--- src/rtl/connect_count_accumulator.sv ---
// Accumulates 2^connectCount per result beat into per-batch sums and queues closed batches in a 4-entry FIFO.
// Optional overflow detection is enabled by defining CONNECT_ACCUM_OVERFLOW_CHECK_EN.
module connect_count_accumulator #(
   parameter int unsigned SUM_WIDTH       = 48,
   parameter int unsigned BOT_COUNT_WIDTH = 16
) (
   input  logic                       clk,
   input  logic                       rst,
   input  logic                       resultValid,
   input  logic [5:0]                 connectCount,
   input  logic                       isLastBot,
   input  logic                       eccStatusIn,
   output logic                       sumValid,
   input  logic                       sumReady,
   output logic [SUM_WIDTH-1:0]       sumOut,
   output logic [BOT_COUNT_WIDTH-1:0] botCountOut,
   output logic                       eccErrorOut,
   output logic                       overflowOut,
   output logic                       nearlyFull,
   output logic                       resultDropped
);

   localparam int unsigned DEPTH = 4;
   localparam int unsigned PTR_W = 2;
   localparam int unsigned CNT_W = 3;

   typedef struct packed {
      logic [SUM_WIDTH-1:0]       sum;
      logic [BOT_COUNT_WIDTH-1:0] cnt;
      logic                       ecc;
      logic                       ovf;
   } batch_t;

   logic                       s1Valid, s1Last, s1TermOvf;
   logic [SUM_WIDTH-1:0]       s1Term;
   logic                       s2Valid, s2Last, s2TermOvf;
   logic [SUM_WIDTH-1:0]       s2Term;

   logic [SUM_WIDTH-1:0]       acc;
   logic [BOT_COUNT_WIDTH-1:0] botCount;
   logic                       eccFlag, ovfFlag;

   logic                       bigCount_c, termOvf_c, addOvf_c;
   logic [SUM_WIDTH-1:0]       term_c, sum_c;
   logic [BOT_COUNT_WIDTH-1:0] cntNext_c;
   batch_t                     closeEntry_c;
   logic                       push_c;

   batch_t                     mem [DEPTH];
   logic [PTR_W-1:0]           wrPtr, rdPtr, rdPtrNext_c;
   logic [CNT_W-1:0]           count, countNext_c;
   logic                       pop_c, full_c, accept_c;
   batch_t                     headNext_c;

   // Term decode; counts past the sum width contribute nothing
   always_comb begin
      bigCount_c = 32'(connectCount) >= SUM_WIDTH;
      term_c     = bigCount_c ? '0 : (SUM_WIDTH'(1) << connectCount);
   end

`ifdef CONNECT_ACCUM_OVERFLOW_CHECK_EN
   logic [SUM_WIDTH:0] sumWide_c;
   assign termOvf_c = bigCount_c;
   assign sumWide_c = {1'b0, acc} + {1'b0, s2Term};
   assign sum_c     = sumWide_c[SUM_WIDTH-1:0];
   assign addOvf_c  = sumWide_c[SUM_WIDTH];
`else
   assign termOvf_c = 1'b0;
   assign sum_c     = acc + s2Term;
   assign addOvf_c  = 1'b0;
`endif

   always_ff @(posedge clk or posedge rst) begin
      if (rst) begin
         s1Valid   <= 1'b0;
         s1Last    <= 1'b0;
         s1Term    <= '0;
         s1TermOvf <= 1'b0;
         s2Valid   <= 1'b0;
         s2Last    <= 1'b0;
         s2Term    <= '0;
         s2TermOvf <= 1'b0;
      end else begin
         s1Valid   <= resultValid;
         s1Last    <= isLastBot;
         s1Term    <= term_c;
         s1TermOvf <= termOvf_c;
         s2Valid   <= s1Valid;
         s2Last    <= s1Last;
         s2Term    <= s1Term;
         s2TermOvf <= s1TermOvf;
      end
   end

   // Closing beat's ECC includes a pulse arriving in the same cycle
   always_comb begin
      cntNext_c        = (&botCount) ? botCount : botCount + BOT_COUNT_WIDTH'(1);
      closeEntry_c     = '0;
      closeEntry_c.sum = sum_c;
      closeEntry_c.cnt = cntNext_c;
      closeEntry_c.ecc = eccFlag | eccStatusIn;
      closeEntry_c.ovf = ovfFlag | addOvf_c | s2TermOvf;
      push_c           = s2Valid & s2Last;
   end

   always_ff @(posedge clk or posedge rst) begin
      if (rst) begin
         acc      <= '0;
         botCount <= '0;
         eccFlag  <= 1'b0;
         ovfFlag  <= 1'b0;
      end else if (s2Valid && s2Last) begin
         acc      <= '0;
         botCount <= '0;
         eccFlag  <= 1'b0;
         ovfFlag  <= 1'b0;
      end else if (s2Valid) begin
         acc      <= sum_c;
         botCount <= cntNext_c;
         eccFlag  <= closeEntry_c.ecc;
         ovfFlag  <= closeEntry_c.ovf;
      end else begin
         eccFlag  <= eccFlag | eccStatusIn;
      end
   end

   // Head is registered; a push into an emptying slot bypasses storage
   always_comb begin
      pop_c       = sumValid & sumReady;
      full_c      = count == CNT_W'(DEPTH);
      accept_c    = push_c & (~full_c | pop_c);
      rdPtrNext_c = rdPtr + PTR_W'(pop_c);
      countNext_c = count + CNT_W'(accept_c) - CNT_W'(pop_c);
      headNext_c  = (accept_c && (wrPtr == rdPtrNext_c)) ? closeEntry_c : mem[rdPtrNext_c];
   end

   always_ff @(posedge clk) begin
      if (accept_c) mem[wrPtr] <= closeEntry_c;
   end

   always_ff @(posedge clk or posedge rst) begin
      if (rst) begin
         wrPtr         <= '0;
         rdPtr         <= '0;
         count         <= '0;
         sumValid      <= 1'b0;
         sumOut        <= '0;
         botCountOut   <= '0;
         eccErrorOut   <= 1'b0;
         overflowOut   <= 1'b0;
         nearlyFull    <= 1'b0;
         resultDropped <= 1'b0;
      end else begin
         wrPtr         <= wrPtr + PTR_W'(accept_c);
         rdPtr         <= rdPtrNext_c;
         count         <= countNext_c;
         sumValid      <= countNext_c != '0;
         sumOut        <= headNext_c.sum;
         botCountOut   <= headNext_c.cnt;
         eccErrorOut   <= headNext_c.ecc;
         overflowOut   <= headNext_c.ovf;
         nearlyFull    <= count >= CNT_W'(2);
         resultDropped <= resultDropped | (push_c & full_c & ~pop_c);
      end
   end

endmodule

--- config.mk ---
export PLATFORM = sky130hd
export DESIGN_NAME = connect_count_accumulator
export DESIGN_NICKNAME = d
export VERILOG_FILES = /design/src/rtl/connect_count_accumulator.sv
export SDC_FILE = /design/constraint.sdc
export NUM_CORES = 1
export LEC_CHECK = 0
export BUFFER_PORTS_ARGS = -buffer_cell sky130_fd_sc_hd__buf_4
export CELL_PAD_IN_SITES_DETAIL_PLACEMENT = 1
export CELL_PAD_IN_SITES_GLOBAL_PLACEMENT = 1
export CORE_ASPECT_RATIO = 1.75
export CORE_MARGIN = 2
export CORE_UTILIZATION = 47
export DETAILED_ROUTE_END_ITERATION = 8
export GPL_ROUTABILITY_DRIVEN = 0
export PLACE_DENSITY = 0.83
export SLEW_MARGIN = 10
export SYNTH_ARGS = -nofsm -noshare
export SYNTH_HDL_FRONTEND = slang
export SYNTH_SLANG_ARGS = --single-unit
--- constraint.sdc ---
create_clock -name clk -period 7.9 [get_ports clk]
set_input_delay 0.79 -clock clk [delete_from_list [all_inputs] [get_ports clk]]
set_output_delay 0.79 -clock clk [all_outputs]
set_load 0.05 [all_outputs]
==> reports/metrics.csv <==
stage,metric,value,unit
floorplan,rows,101,
finish,layout_commonest_cell,edfxtp_1,
finish,n_fill_cell,4201,
grt,grt_max_degree,176,
synthesis,ys_warn_count,0,
critical_path,crit_chain,"ha_1, a2111oi_0, o21ai_1, a31o_2, a211oi_1, nor4_1, o21ai_0, xor2_1, inv_1",
synthesis,synth.top_cell.area_share,38.1,%
clock_network,cts_root_buf,clkbuf_16,
timing,finalSetupTns,0,ns
critical_path,end_kind,register,
timing,hold_violations,0,
grt,grt_util_all_layers,22.3,%
synthesis,postSynthCellCount,1393,
critical_path,cp_max_fo,5,
grt,grt_pass1_vias,13600,
critical_path,startpoint,acc[6]$_DFFE_PP0P_,
critical_path,reg2reg_from,acc[6]$_DFFE_PP0P_,
floorplan,core,43200,um^2
timing,finalCriticalPeriod,3.87,ns
critical_path,cpLargestDelayFamily,compound AO/OA/AOI/OAI gates,
grt,antenna_found_initial,0,
routing,drcViolationCount,0,
floorplan,die-area,45300,um^2
synthesis,synth_flop_cell,edfxtp_1,
routing,totalWireLength,49800,um
routing,vias,12000,
critical_path,cp.arrival,4.16,ns
critical_path,slowest_delay,0.64,ns
clock_network,cts_tree,yes,
routing,drtIter0Drc,665,
min_path,min_path_type,in2async,
critical_path,reg2regPathDepth,9,
synthesis,synth_compound_area_share,9.41,%
synthesis,synth_mux_area_share,8.22,%
clock_network,cts_buffers,44,
timing,slew_violations,0,
synthesis,yosysTopAreaCell,edfxtp_1,
finish,drive_gt1_share,18.1,%
floorplan,initial_core_util,47.4,%
run_status,status,completed,
critical_path,required,8.19,ns
power_and_ir_drop,ir_drop,210,uV
clock_network,clock_sinks,500,
finish,areaGrowthSynthToFinish,13.3,%
routing,ant_nets,0,
finish,finalNetCount,1530,
timing,worst_slew_pin_slew,1.14,ns
synthesis,synth_top_family_by_area,compound AO/OA/AOI/OAI gates,
placement,io_buffer_count,79,
clock_network,clock_path_buffers,3,
clock_network,post_cts_buffers,0,
grt,grt_pass1_wl,77200,um
power_and_ir_drop,finalPower,0.00784,W
clock_network,clock_latency,0.57,ns
flow_run,maxCapViolations,0,
synthesis,yosys.area_share.adder,3.43,%
synthesis,ys_types,72,
clock_network,clkTransAtPathRegs,0.06,ns
placement,dp_hpwl,30800,um
grt,globalRouteOverflowTotal,0,
critical_path,worstSetupPathType,reg2reg,
synthesis,synthTopCellsByArea,"edfxtp_1, dfrtp_1, mux4_2",
timing,holdWs,0.240,ns
clock_network,postCtsHoldBufs,0,
floorplan,die_w,162,um
floorplan,die_h,280,um
synthesis,ys_async_sr_fraction,48.0,%
critical_path,worst-r2r-setup-slack,4.03,ns
critical_path,path_buf_inv,1,
synthesis,ys_seq_area_share,67.4,%
power_and_ir_drop,power_leakage,10.0,nW
clock_network,htreeDepth,2,
timing,setup_viol,0,
timing,relSlewSlack,24.3,%
finish,final_cell_mix,"edfxtp_1, dfrtp_1, nand2_1",
synthesis,synth-seq-cells,500,
timing,clock-skew-final,0.0133,ns
power_and_ir_drop,p_per_area,338,nW/um^2
synthesis,synth_edf_count,260,
synthesis,synth-simple-area-share,6.24,%
finish,antenna_cells,0,
critical_path,critPathSlowestCell,a211oi_1,
synthesis,syn_avg_cell_area,14.7,um^2
critical_path,cp-start-kind,register,
timing,grt_setup_unrepaired,no,
routing,routed_via_density,5.79,
timing,fin_crit_sh,49.0,%
synthesis,synthXorXnorAreaFrac,2.71,%
floorplan,io_pins,81,
timing,fmax,258,MHz
clock_network,cts-resized-gates,0,
critical_path,reg2reg_to,mem[1][54]$_DFFE_PP_,
routing,wl_per_cell,24.1,um
routing,first_pass_iters,5,
synthesis,synth_nets,1460,
synthesis,syn_area,20500,um^2
==> report_power, final <==
group | internal (W) | switching, W | leakage [nW] | total [W]
clock network | 0.00131 | 0.000953 | 0.750 | 0.00226
registers | 0.00310 | 0.000140 | 5.71 | 0.00324
logic | 0.000871 | 0.00147 | 3.56 | 0.00235
total | 0.00528 | 0.00257 | 10.0 | 0.00784
==> routing by layer <==
| layer | vias up | wire length (um) | track usage (%) |
|---|---|---|---|
| met5 | - | 0 | 0 |
| met4 | 0 | 2490 | 11.4 |
| met3 | 160 | 1790 | 3.21 |
| met2 | 296 | 27400 | 41.2 |
| met1 | 6217 | 18100 | 24.7 |
| li1 | 5283 | - | - |
==> how the worst max path moves through the flow <==
stage                               endpoint  depth (start not counted)
finish                  mem[1][54]$_DFFE_PP_                          9
global route            mem[1][54]$_DFFE_PP_                          9
CTS                     mem[1][54]$_DFFE_PP_                          9
detailed placement       sumOut[0]$_DFF_PP0_                          7
global placement    botCountOut[0]$_DFF_PP0_                          7
floorplan                 acc[0]$_DFFE_PP0P_                          1
==> state kept, by name (all words and copies together), names as in the netlist <==
register	flops
s2Term	48
eccFlag	1
rdPtr	2
s1Term	48
s1Last	1
s1Valid	1
botCountOut	16
botCount	16
nearlyFull	1
s2Valid	1
wrPtr	2
eccErrorOut	1
sumOut	48
mem	260
acc	48
resultDropped	1
sumValid	1
s2Last	1
count	3
==> layout make-up <==
cell class / instances / area, um^2 / area share, %
Clock buffer: 64 / 1290 / 5.56
Clock inverter: 18 / 226 / 0.976
Inverter: 68 / 263 / 1.13
Multi-Input combinational cell: 760 / 6210 / 26.8
Sequential cell: 500 / 13800 / 59.5
Tap cell: 566 / 708 / 3.05
Timing Repair Buffer: 89 / 681 / 2.93
==> cell families (layout without fill, tap and decap cells) <==
family | count (synthesis) | in the layout
mux | 85 | 85
simple gates | 276 | 276
buf+inv | 133 | 239
xor+xnor | 61 | 61
compound gates | 282 | 282
flops | 500 | 500
fa+ha+maj | 55 | 55
other cells | 1 | 1
==> synth_stat cells, drive strengths merged (13+ instances only) <==
cell type  instances
mux2              16
a21oi             47
xnor2             28
o2bb2ai           49
ha                53
clkbuf            53
inv               68
dfrtp            240
a21o              37
o21ai             79
nand3             16
mux4              65
nor2              83
nand2            101
nand4             13
xor2              32
edfxtp           260
==> stage by stage <==
stage	utilization, %	area (um^2)	cells	setup WS (ns)
CTS	53.7	23200	2065	4.13
global placement	50.2	21700	1983	4.12
global route	53.7	23200	2065	3.89
floorplan	-	20500	1393	0.522
finish	53.7	23200	2065	4.03
detailed placement	50.2	21700	1983	4.08
Power figures use the tool's default switching activity.
